--- src/rtl/fp_norm_seq.sv ---
// -----------------------------------------------------------------------------
// fp_norm_seq
//   Multi-cycle mantissa normalizer for the FP add/sub datapath. Takes the raw
//   adder result (carry-out plus sum), then either right-shifts it by one on a
//   carry or left-shifts it until the hidden bit reaches the MSB, at most STEP
//   bits per cycle. It reports the shift magnitude and direction so the add/sub
//   control block can correct the exponent. Only one operand is in flight at a
//   time.
//
// Parameters
//   MANT_W : normalized mantissa width including hidden bit (4..127)
//   STEP   : maximum left-shift bits per cycle (1, 2 or 4)
//
// Ports
//   clk         in   clock
//   rst         in   synchronous active-high reset
//   in_valid    in   operand valid
//   in_ready    out  block can accept an operand
//   in_mant     in   adder result; [MANT_W] = carry-out, [MANT_W-1:0] = sum
//   out_valid   out  result valid
//   out_ready   in   consumer accepts result
//   out_mant    out  normalized mantissa (MSB = hidden bit unless zero)
//   norm_shift  out  shift magnitude applied (unsigned)
//   shift_right out  1 = right shift by 1 due to carry, 0 = left shift
//   out_sticky  out  LSB discarded by the right shift
//   zero        out  sum was all-zero
//
// Build option
//   FP_NORM_SEQ_PASSTHRU_EN : when defined, a result handoff and a new operand
//   acceptance may happen at the same edge (in_ready follows out_ready in DONE),
//   which removes the idle cycle between operands.
// -----------------------------------------------------------------------------
module fp_norm_seq #(
    parameter int MANT_W = 24,
    parameter int STEP   = 1
) (
    input  logic              clk,
    input  logic              rst,
    input  logic              in_valid,
    output logic              in_ready,
    input  logic [MANT_W:0]   in_mant,
    output logic              out_valid,
    input  logic              out_ready,
    output logic [MANT_W-1:0] out_mant,
    output logic [7:0]        norm_shift,
    output logic              shift_right,
    output logic              out_sticky,
    output logic              zero
);

    typedef enum logic [1:0] {
        ST_IDLE  = 2'd0,
        ST_SHIFT = 2'd1,
        ST_DONE  = 2'd2
    } state_e;

    // Everything loaded at an acceptance edge, derived from the raw operand.
    typedef struct packed {
        state_e            state;
        logic [MANT_W-1:0] mant;
        logic [7:0]        shift;
        logic              sr;
        logic              sticky;
        logic              zero;
    } load_t;

    // Classify a freshly accepted adder result into carry / zero / already
    // normalized (straight to DONE) or needs left shifting (SHIFT, count 0).
    function automatic load_t classify(input logic [MANT_W:0] raw);
        load_t r;
        r.state  = ST_DONE;
        r.mant   = raw[MANT_W-1:0];
        r.shift  = 8'd0;
        r.sr     = 1'b0;
        r.sticky = 1'b0;
        r.zero   = 1'b0;
        if (raw[MANT_W]) begin
            r.mant   = raw[MANT_W:1];
            r.sticky = raw[0];
            r.shift  = 8'd1;
            r.sr     = 1'b1;
        end else if (raw[MANT_W-1:0] == {MANT_W{1'b0}}) begin
            r.mant = {MANT_W{1'b0}};
            r.zero = 1'b1;
        end else if (raw[MANT_W-1]) begin
            r.state = ST_DONE;
        end else begin
            r.state = ST_SHIFT;
        end
        return r;
    endfunction

    // Leading zeros among the top STEP bits, capped at STEP. Stopping at the
    // first one guarantees a shift never pushes the hidden bit out of the MSB.
    function automatic logic [2:0] top_lz(input logic [MANT_W-1:0] m);
        logic [2:0] k;
        logic       found;
        k     = 3'(STEP);
        found = 1'b0;
        for (int i = 0; i < STEP; i++) begin
            if (!found && m[MANT_W-1-i]) begin
                k     = 3'(i);
                found = 1'b1;
            end else begin
                found = found;
            end
        end
        return k;
    endfunction

    state_e            state_q, state_d;
    logic [MANT_W-1:0] mant_q, mant_d;
    logic [7:0]        shift_q, shift_d;
    logic              sr_q, sr_d;
    logic              sticky_q, sticky_d;
    logic              zero_q, zero_d;

    logic              accept_s;
    load_t             load_s;
    logic [2:0]        k_s;
    logic [MANT_W-1:0] shifted_s;

    assign accept_s  = in_valid && in_ready;
    assign load_s    = classify(in_mant);
    assign k_s       = top_lz(mant_q);
    assign shifted_s = mant_q << k_s;

    // State and datapath registers with synchronous reset.
    always_ff @(posedge clk) begin
        if (rst) begin
            state_q  <= ST_IDLE;
            mant_q   <= {MANT_W{1'b0}};
            shift_q  <= 8'd0;
            sr_q     <= 1'b0;
            sticky_q <= 1'b0;
            zero_q   <= 1'b0;
        end else begin
            state_q  <= state_d;
            mant_q   <= mant_d;
            shift_q  <= shift_d;
            sr_q     <= sr_d;
            sticky_q <= sticky_d;
            zero_q   <= zero_d;
        end
    end

    // Next-state and next-datapath logic.
    always_comb begin
        state_d  = state_q;
        mant_d   = mant_q;
        shift_d  = shift_q;
        sr_d     = sr_q;
        sticky_d = sticky_q;
        zero_d   = zero_q;
        case (state_q)
            ST_IDLE: begin
                if (accept_s) begin
                    state_d  = load_s.state;
                    mant_d   = load_s.mant;
                    shift_d  = load_s.shift;
                    sr_d     = load_s.sr;
                    sticky_d = load_s.sticky;
                    zero_d   = load_s.zero;
                end else begin
                    state_d = ST_IDLE;
                end
            end
            ST_SHIFT: begin
                // shift_q doubles as the running left-shift count here.
                mant_d  = shifted_s;
                shift_d = shift_q + {5'd0, k_s};
                if (shifted_s[MANT_W-1]) begin
                    state_d = ST_DONE;
                end else begin
                    state_d = ST_SHIFT;
                end
            end
            ST_DONE: begin
                if (out_ready) begin
                    // accept_s can only be set here when pass-through is built in.
                    if (accept_s) begin
                        state_d  = load_s.state;
                        mant_d   = load_s.mant;
                        shift_d  = load_s.shift;
                        sr_d     = load_s.sr;
                        sticky_d = load_s.sticky;
                        zero_d   = load_s.zero;
                    end else begin
                        state_d  = ST_IDLE;
                        sr_d     = 1'b0;
                        sticky_d = 1'b0;
                        zero_d   = 1'b0;
                    end
                end else begin
                    state_d = ST_DONE;
                end
            end
            default: begin
                state_d = ST_IDLE;
            end
        endcase
    end

    // Handshake outputs decoded from the state register.
    always_comb begin
        out_valid = (state_q == ST_DONE);
`ifdef FP_NORM_SEQ_PASSTHRU_EN
        in_ready  = (state_q == ST_IDLE) || ((state_q == ST_DONE) && out_ready);
`else
        in_ready  = (state_q == ST_IDLE);
`endif
    end

    assign out_mant    = mant_q;
    assign norm_shift  = shift_q;
    assign shift_right = sr_q;
    assign out_sticky  = sticky_q;
    assign zero        = zero_q;

endmodule
--- config.mk ---
export PLATFORM = sky130hd
export DESIGN_NAME = fp_norm_seq
export DESIGN_NICKNAME = d
export VERILOG_FILES = /design/src/rtl/fp_norm_seq.sv
export SDC_FILE = /design/constraint.sdc
export NUM_CORES = 1
export LEC_CHECK = 0
export ABC_CLOCK_PERIOD_IN_PS = 1800
export BUFFER_PORTS_ARGS = -buffer_cell sky130_fd_sc_hd__buf_2
export CORE_UTILIZATION = 30
export DETAILED_ROUTE_END_ITERATION = 10
export PLACE_DENSITY = 0.62
export SYNTH_ARGS = -nofsm -noshare
export SYNTH_HDL_FRONTEND = slang
export SYNTH_SLANG_ARGS = --single-unit
--- constraint.sdc ---
create_clock -name clk -period 1.8 [get_ports clk]
set_input_delay 0.09 -clock clk [delete_from_list [all_inputs] [get_ports clk]]
set_output_delay 0.09 -clock clk [all_outputs]
set_load 0.01 [all_outputs]
======== After elaboration in Yosys (flattened, before gate mapping) ========
Cells that the tools add are included.
operators by class
  $add $sub $neg .......................... 1
  bitwise gates (word level) .............. 0
  multiplexer cells ....................... 31
  shift-type cells ........................ 1
  $mul .................................... 0
  div/mod/pow operators ................... 0
  order comparisons ....................... 0
  reductions and logical operators ........ 7
  equality and inequality tests ........... 4
operators with widths
  kind                                            count
  2-to-1 mux 24 bit                               4
  one-hot mux 24 bit (3 select lines)             1
  logical NOT 24 bit                              1
  one-hot mux 8 bit (3 select lines)              1
  << shifter 24 x 3 -> 24 bit                     1
  2-to-1 mux 8 bit                                2
  2-to-1 mux 1 bit                                12
  2-to-1 mux 2 bit                                6
  adder 8 x 3 -> 8 bit                            1
  one-hot mux 1 bit (2 select lines)              3
  one-hot mux 2 bit (3 select lines)              1
  != test 2 x 1 -> 1 bit (second input constant)  2
  2-to-1 mux 3 bit                                1
  AND reduction 3 bit                             1
  nonzero test 3 bit                              1
  == test 2 x 1 -> 1 bit (second input constant)  1
  == test 2 bit (second input constant)           1
  logical NOT 2 bit                               1
  AND reduction 2 bit                             1
  nonzero test 2 bit                              1
  logical AND 1 bit                               1
storage, ports and cells
  bits in read-only memories .............. 0
  input port bits ......................... 29
  memories ................................ 0
  memory bits (writable) .................. 0
  logic and storage cells ................. 50
  bits in latches ......................... 0
  flip-flop bits (word level) ............. 37

======== Longest topological paths before layout ========
Gate-level depths: netlist of the first run.
  depth in word-level cells ............... 6
  mapped depth ............................ 7

======== Worst setup path after synthesis of the first run ========
OpenSTA, ideal clock, no wires.
  kind .................................... flip-flop to flip-flop
  start ................................... register mant_q[23] (netlist: out_mant[23])
  end ..................................... register shift_q[6] (netlist: norm_shift[6])
  cell stages (with the launch flop) ...... 8
  data required time ...................... 1.735 ns
  path slack .............................. 0.249 ns
  path buffers ............................ 0
  data arrival time ....................... 1.486 ns
  setup time .............................. 0.065 ns
  cell sequence ........................... dfxtp_1 > inv_1 > ha_1 > ha_1 > nand3_1 > nor3_1 > mux2_2 > nor2_1
between the ends
  word-level cells in the longest chain between the ends .. 3
RTL lines
  element                             line  RTL
  start: declaration                  112   logic [MANT_W-1:0] mant_q, mant_d;
  start signal: assignment            132   mant_q <= {MANT_W{1'b0}};
  start signal: assignment            139   mant_q <= mant_d;
  2-to-1 mux 1 bit                    101   if (!found && m[MANT_W-1-i]) begin
  adder 8 x 3 -> 8 bit                171   shift_d = shift_q + {5'd0, k_s};
  one-hot mux 8 bit (3 select lines)  155   case (state_q)
  end signal: assignment              140   shift_q <= shift_d;
  end: declaration                    113   logic [7:0] shift_q, shift_d;
No other way between the ends.
A chain may end at the register's enable or synchronous reset.

======== Final worst setup path of the first run ========
Same ends and word-level chain as after synthesis.

==> results.toml, run 1 <==
[status]
outcome = "finished, final reports clean"

[timing]
holdWs_ns = 0.0766
clock.fmax_mhz = 625
finClkSkew_ns = 0.00769
setup_viol = 0
maxSlewViolCount = 0
hold_viol = 0
timing.slew.headroom_pct = 70.1
fin_ws_ns = 0.200
timing.final.crit_period_ns = 1.60
worstMarginPinSlew_ns = 0.448
fin_setup_tns_ns = 0
rsz0062_at_grt = "no"
period_share_pct = 88.9

[routing]
drc = 0
drtPass1Iterations = 9
wl_per_cell_um = 15.0
ant_nets = 0
totalWireLength_mm = 5.29
drt_iter0_markers = 190
vias_per_cell = 5.53
vias = 1951

[final_layout]
num-fill-cells = 635
layout_commonest_cell = "buf_2"
nets = 308
synthToLayoutAreaGrowth_pct = 28.6
drive_above_1_share_pct = 35.3
n_antenna_cell = 0
stdcell_area_um2 = 2470
final_cell_mix = "buf_2 (65), dfxtp_1 (37), a222oi_1 (20), nor2_1 (19), nand2b_1 (17)"
final_util_pct = 40.7

[synth]
netlist_area_um2 = 1920
netlist_instances = 210
yosys.area.top_type = "dfxtp_1"
yosysWarnings = 0
ys_ff_latch = 37
synth_enable_flop_cells = 0
synth.avg_cell_area_um2 = 9.14
synth_nets = 241
ys_seq_area_share_pct = 38.6
synth_top_area_share_pct = 38.6
ys_types = 40
synth_area_leaders = "dfxtp_1 (39%), a222oi_1 (10%), mux2_2 (6.5%)"
synth-async-reset-ratio_pct = 0
synth_ff_type = "dfxtp_1"

[floorplanning]
start_util_pct = 31.7
core_um2 = 6060
die-area_um2 = 6720
fp.dieH_um = 82.0
fp-row-count = 28
pin_count = 66
die_x_um = 82.0

[placement]
dp_hpwl_mm = 3.78
dpl-instance-area_um2 = 2350
globalplace.congestion = 0.832
pre_cts_ws_ns = 0.204
port_buffers = 65

[critical_path]
crit_path_end_kind = "flip-flop"
worst-path-buf-inv = 1
crit_chain = "inv_1, ha_1, ha_1, nand3_1, nor3_1, mux2_2, nor2_1"
critical_path_class = "reg2reg"
arrival_ns = 1.83
slowest_stage = "mux2_2"
cp.required_ns = 2.03
slowest_delay_ns = 0.36
crit_top_cell = "ha_1"
cp_max_fo = 3
startpoint_type = "flip-flop"
cp_top_family = "simple AND/OR/NAND/NOR gates"

[pwr]
ir_drop_mv = 0.469
leakagePower_uw = 0.00105
power-per-cell-area_nw_per_um2 = 853

[min_path]
hp-class = "in2reg"

[grt]
grt_pass1_vias = 1780
antenna_found_initial = 0
track_usage_pct = 16.8
grt_max_degree = 50
gr-total-overflow = 0
grt_first_pass_wirelength_mm = 8.64

[clock_tree]
h-tree-depth = 2
cts_sinks = 37
cts_root_buffer = "clkbuf_8"
numCtsBuffers = 5
insertion_delay_ns = 0.29
clk_pin_slew_ns = 0.08
cts_hold_buf = 0
clockBufferDepth = 2
post_cts_buffers = 0
post_cts_resized = 0
tritoncts = "yes"

[run]
max-cap-violations = 0
[path summary, 6_finish.rpt]
path / from / end / slack [ns] / cells after the start
worst max-delay path: out_mant[23] / norm_shift[6] / 0.20 / 7
worst min-delay path: in_mant[0] / out_sticky / 0.08 / 3
worst max register to register: out_mant[23] / norm_shift[6] / 0.20 / 7
worst min register to register: shift_right / shift_right / 0.48 / 2
[cells in the mapped netlist (all sizes together), types with 3 or more instances]
| master | n |
|---|---|
| nor2b | 5 |
| clkbuf | 8 |
| nand2 | 12 |
| a222oi | 20 |
| mux2 | 11 |
| a21oi | 12 |
| nand3 | 3 |
| nor2 | 19 |
| dfxtp | 37 |
| nor4 | 7 |
| nor3b | 3 |
| o22ai | 13 |
| nand2b | 17 |
| nor3 | 3 |
| buf | 9 |
[sequential cells by signal, summed over array words and instances (netlist names)]
signal	cells
norm_shift	8
zero	1
shift_right	1
state_q	2
out_mant	24
out_sticky	1
[power by group]
group | switching (µW) | internal (µW) | leakage [µW]
registers | 45.9 | 873 | 0.000303
logic | 227 | 203 | 0.000689
clock network | 306 | 451 | 0.0000574
total | 579 | 1530 | 0.00105
[worst reg2reg max path: stages, from the launching register on]
cell     delay (ns)
dfxtp_1        0.31
inv_1          0.10
ha_1           0.17
ha_1           0.18
nand3_1        0.12
nor3_1         0.22
mux2_2         0.36
nor2_1         0.08
[kinds of logic (layout without fill, tap and decap cells)]
family	after synthesis	after routing	share of synthesized area (%)
buffers and inverters	19	87	5.87
and+or+nand+nor	77	77	21.9
AOI/OAI and AO/OA	62	62	24.8
DFF	37	37	38.6
muxes	13	13	7.50
adders and majority gates	2	2	1.30
[cell type report]
cell class | instances | area, µm² | share of cell area (%)
inverters | 2 | 7.51 | 0.304
well taps | 75 | 93.8 | 3.80
flip-flops and latches | 37 | 741 | 30.0
multi-input cells | 154 | 1070 | 43.2
clock inverters | 2 | 37.5 | 1.52
clock buffers | 6 | 82.6 | 3.35
repair buffers | 77 | 440 | 17.8
[per-layer routing]
metal / track usage, % / vias to the layer above / part of all wire (%)
met5: 0 / - / 0
met4: 5.61 / 0 / 1.3
met3: 4.67 / 8 / 7.5
met2: 26.4 / 74 / 45
met1: 22.0 / 927 / 46
li1: - / 942 / -
[through the flow]
stage | power, µW | instances
final | 2100 | 353
after global routing | 2210 | 353
after CTS | 2130 | 353
after detailed placement | 1360 | 345
after global placement | 1360 | 345
after floorplan | 1190 | 210
Note: power is estimated with default switching activity, not from simulation.
==> inputs of run 2 (changes only) <==
BUFFER_PORTS_ARGS = unset   (was -buffer_cell sky130_fd_sc_hd__buf_2)
DONT_BUFFER_PORTS = 1   (was unset)
PLACE_DENSITY = 0.54   (was 0.62)
==> run 2 against run 1 <==
  * Clock skew shrank 0.0033 ns
  * Sequential power grew 3.3%
  * Die area is the same
  * Critical path depth shrank 3
  * Hold slack lost 0.068 ns
  * Clock power shrank 22%
  * Setup slack gained 0.014 ns
  * Wire length grew 7.7%
  * Clock-buffer cell count grew 1
  * Largest cell class unchanged
==> results.toml, run 2 (synthesis results as in run 1) <==
[timing]
timing.final.crit_period_ns = 1.59
maxSlewViolCount = 0
finClkSkew_ns = 0.00444
hold_viol = 0
setup_viol = 0
timing.slew.headroom_pct = 73.7
worstMarginPinSlew_ns = 0.392
rsz0062_at_grt = "no"
period_share_pct = 88.1
fin_setup_tns_ns = 0
clock.fmax_mhz = 630

[grt]
track_usage_pct = 17.8
grt_pass1_vias = 1758
gr-total-overflow = 0
antenna_found_initial = 0
grt_first_pass_wirelength_mm = 9.09
grt_max_degree = 48

[final_layout]
instances_no_fill = 303
layout_commonest_cell = "dfxtp_1"
final_cell_mix = "dfxtp_1 (37), a222oi_1 (20), nor2_1 (19), nand2b_1 (17), dlygate4sd3_1 (15)"
drive_above_1_share_pct = 14.0
nets = 259
final_util_pct = 37.4
synthToLayoutAreaGrowth_pct = 18.1
n_antenna_cell = 0
largest_register_ffs = 24
stdcell_area_um2 = 2270
num-fill-cells = 633

[placement]
dp.cells = 280
dp_hpwl_mm = 3.73
dpl-instance-area_um2 = 2010
globalplace.congestion = 0.733
port_buffers = 0

[clock_tree]
clk_pin_slew_ns = 0.07
cts_sinks = 37
clockBufferDepth = 2
numCtsBuffers = 5
post_cts_buffers = 0
post_cts_resized = 0
tritoncts = "yes"
cts_hold_buf = 16
h-tree-depth = 2
insertion_delay_ns = 0.28
cts_root_buffer = "clkbuf_8"

[routing]
drc = 0
drtPass1Iterations = 6
vias = 1810
drt_iter0_markers = 225
wl_per_cell_um = 18.8
vias_per_cell = 5.97
totalWireLength_mm = 5.70
ant_nets = 0

[critical_path]
cp_max_fo = 9
crit_chain = "nand2b_1, nor4_1, mux2_2, nor2_1"
critical_path_class = "reg2reg"
cp_top_family = "simple AND/OR/NAND/NOR gates"
crit_path_end_kind = "flip-flop"
worst-path-buf-inv = 0
slowest_delay_ns = 0.49
cp.required_ns = 2.02
startpoint_type = "flip-flop"
slowest_stage = "dfxtp_1"
arrival_ns = 1.81

[floorplanning]
die-area_um2 = 6720
fp.dieH_um = 82.0
pin_count = 66
fp-row-count = 28
die_x_um = 82.0
start_util_pct = 31.7
core_um2 = 6060

[pwr]
leakagePower_uw = 0.000803
ir_drop_mv = 0.296
total_power_uw = 1880
power-per-cell-area_nw_per_um2 = 828

[run]
max-cap-violations = 0

[min_path]
hp-class = "in2reg"

[status]
outcome = "finished, final reports clean"
[run 2: report_power, final]
group / internal [µW] / leakage [µW] / total (µW) / switching, µW
logic: 170 / 0.000456 / 335 / 165
registers: 873 / 0.000303 / 949 / 76.3
clock network: 304 / 0.0000443 / 594 / 290
[run 2: per-stage QoR]
| step | setup WS, ns | hold WS [ns] |
|---|---|---|
| after detailed placement | 0.222 | 0.169 |
| after floorplan | 0.249 | 0.238 |
| after global placement | 0.269 | 0.167 |
| after CTS | 0.198 | 0.000441 |
| final | 0.213 | 0.00829 |
| after global routing | 0.0131 | 0.0178 |
[run 2: final cells by class]
class	instances	area, µm²	share of cell area [%]
Multi-Input combinational cell	154	1070	47.0
Sequential cell	37	741	32.7
Timing Repair Buffer	28	273	12.0
Tap cell	75	93.8	4.14
Clock buffer	7	86.3	3.81
Inverter	2	7.51	0.331
[run 2: worst register-to-register path, stage by stage (launching register included)]
cell and delay (ns):
dfxtp_1 0.49, nand2b_1 0.25, nor4_1 0.35, mux2_2 0.37
nor2_1 0.07
[run 2: metal layers]
layer | vias to the layer above | share of wire [%] | track usage (%)
met3 | 9 | 9.9 | 6.00
met1 | 878 | 42 | 22.4
met4 | 0 | 1.5 | 5.79
met5 | - | 0 | 0
li1 | 847 | - | -
met2 | 76 | 47 | 28.1
[run 2: final timing paths]
check              start       endpoint  slack [ns]  cells after the start
max reg2reg   state_q[0]  norm_shift[7]        0.21                      4
min reg2reg  out_mant[2]    out_mant[2]        0.55                      2
max           state_q[0]  norm_shift[7]        0.21                      4
min           in_mant[1]    out_mant[0]       0.008                      2
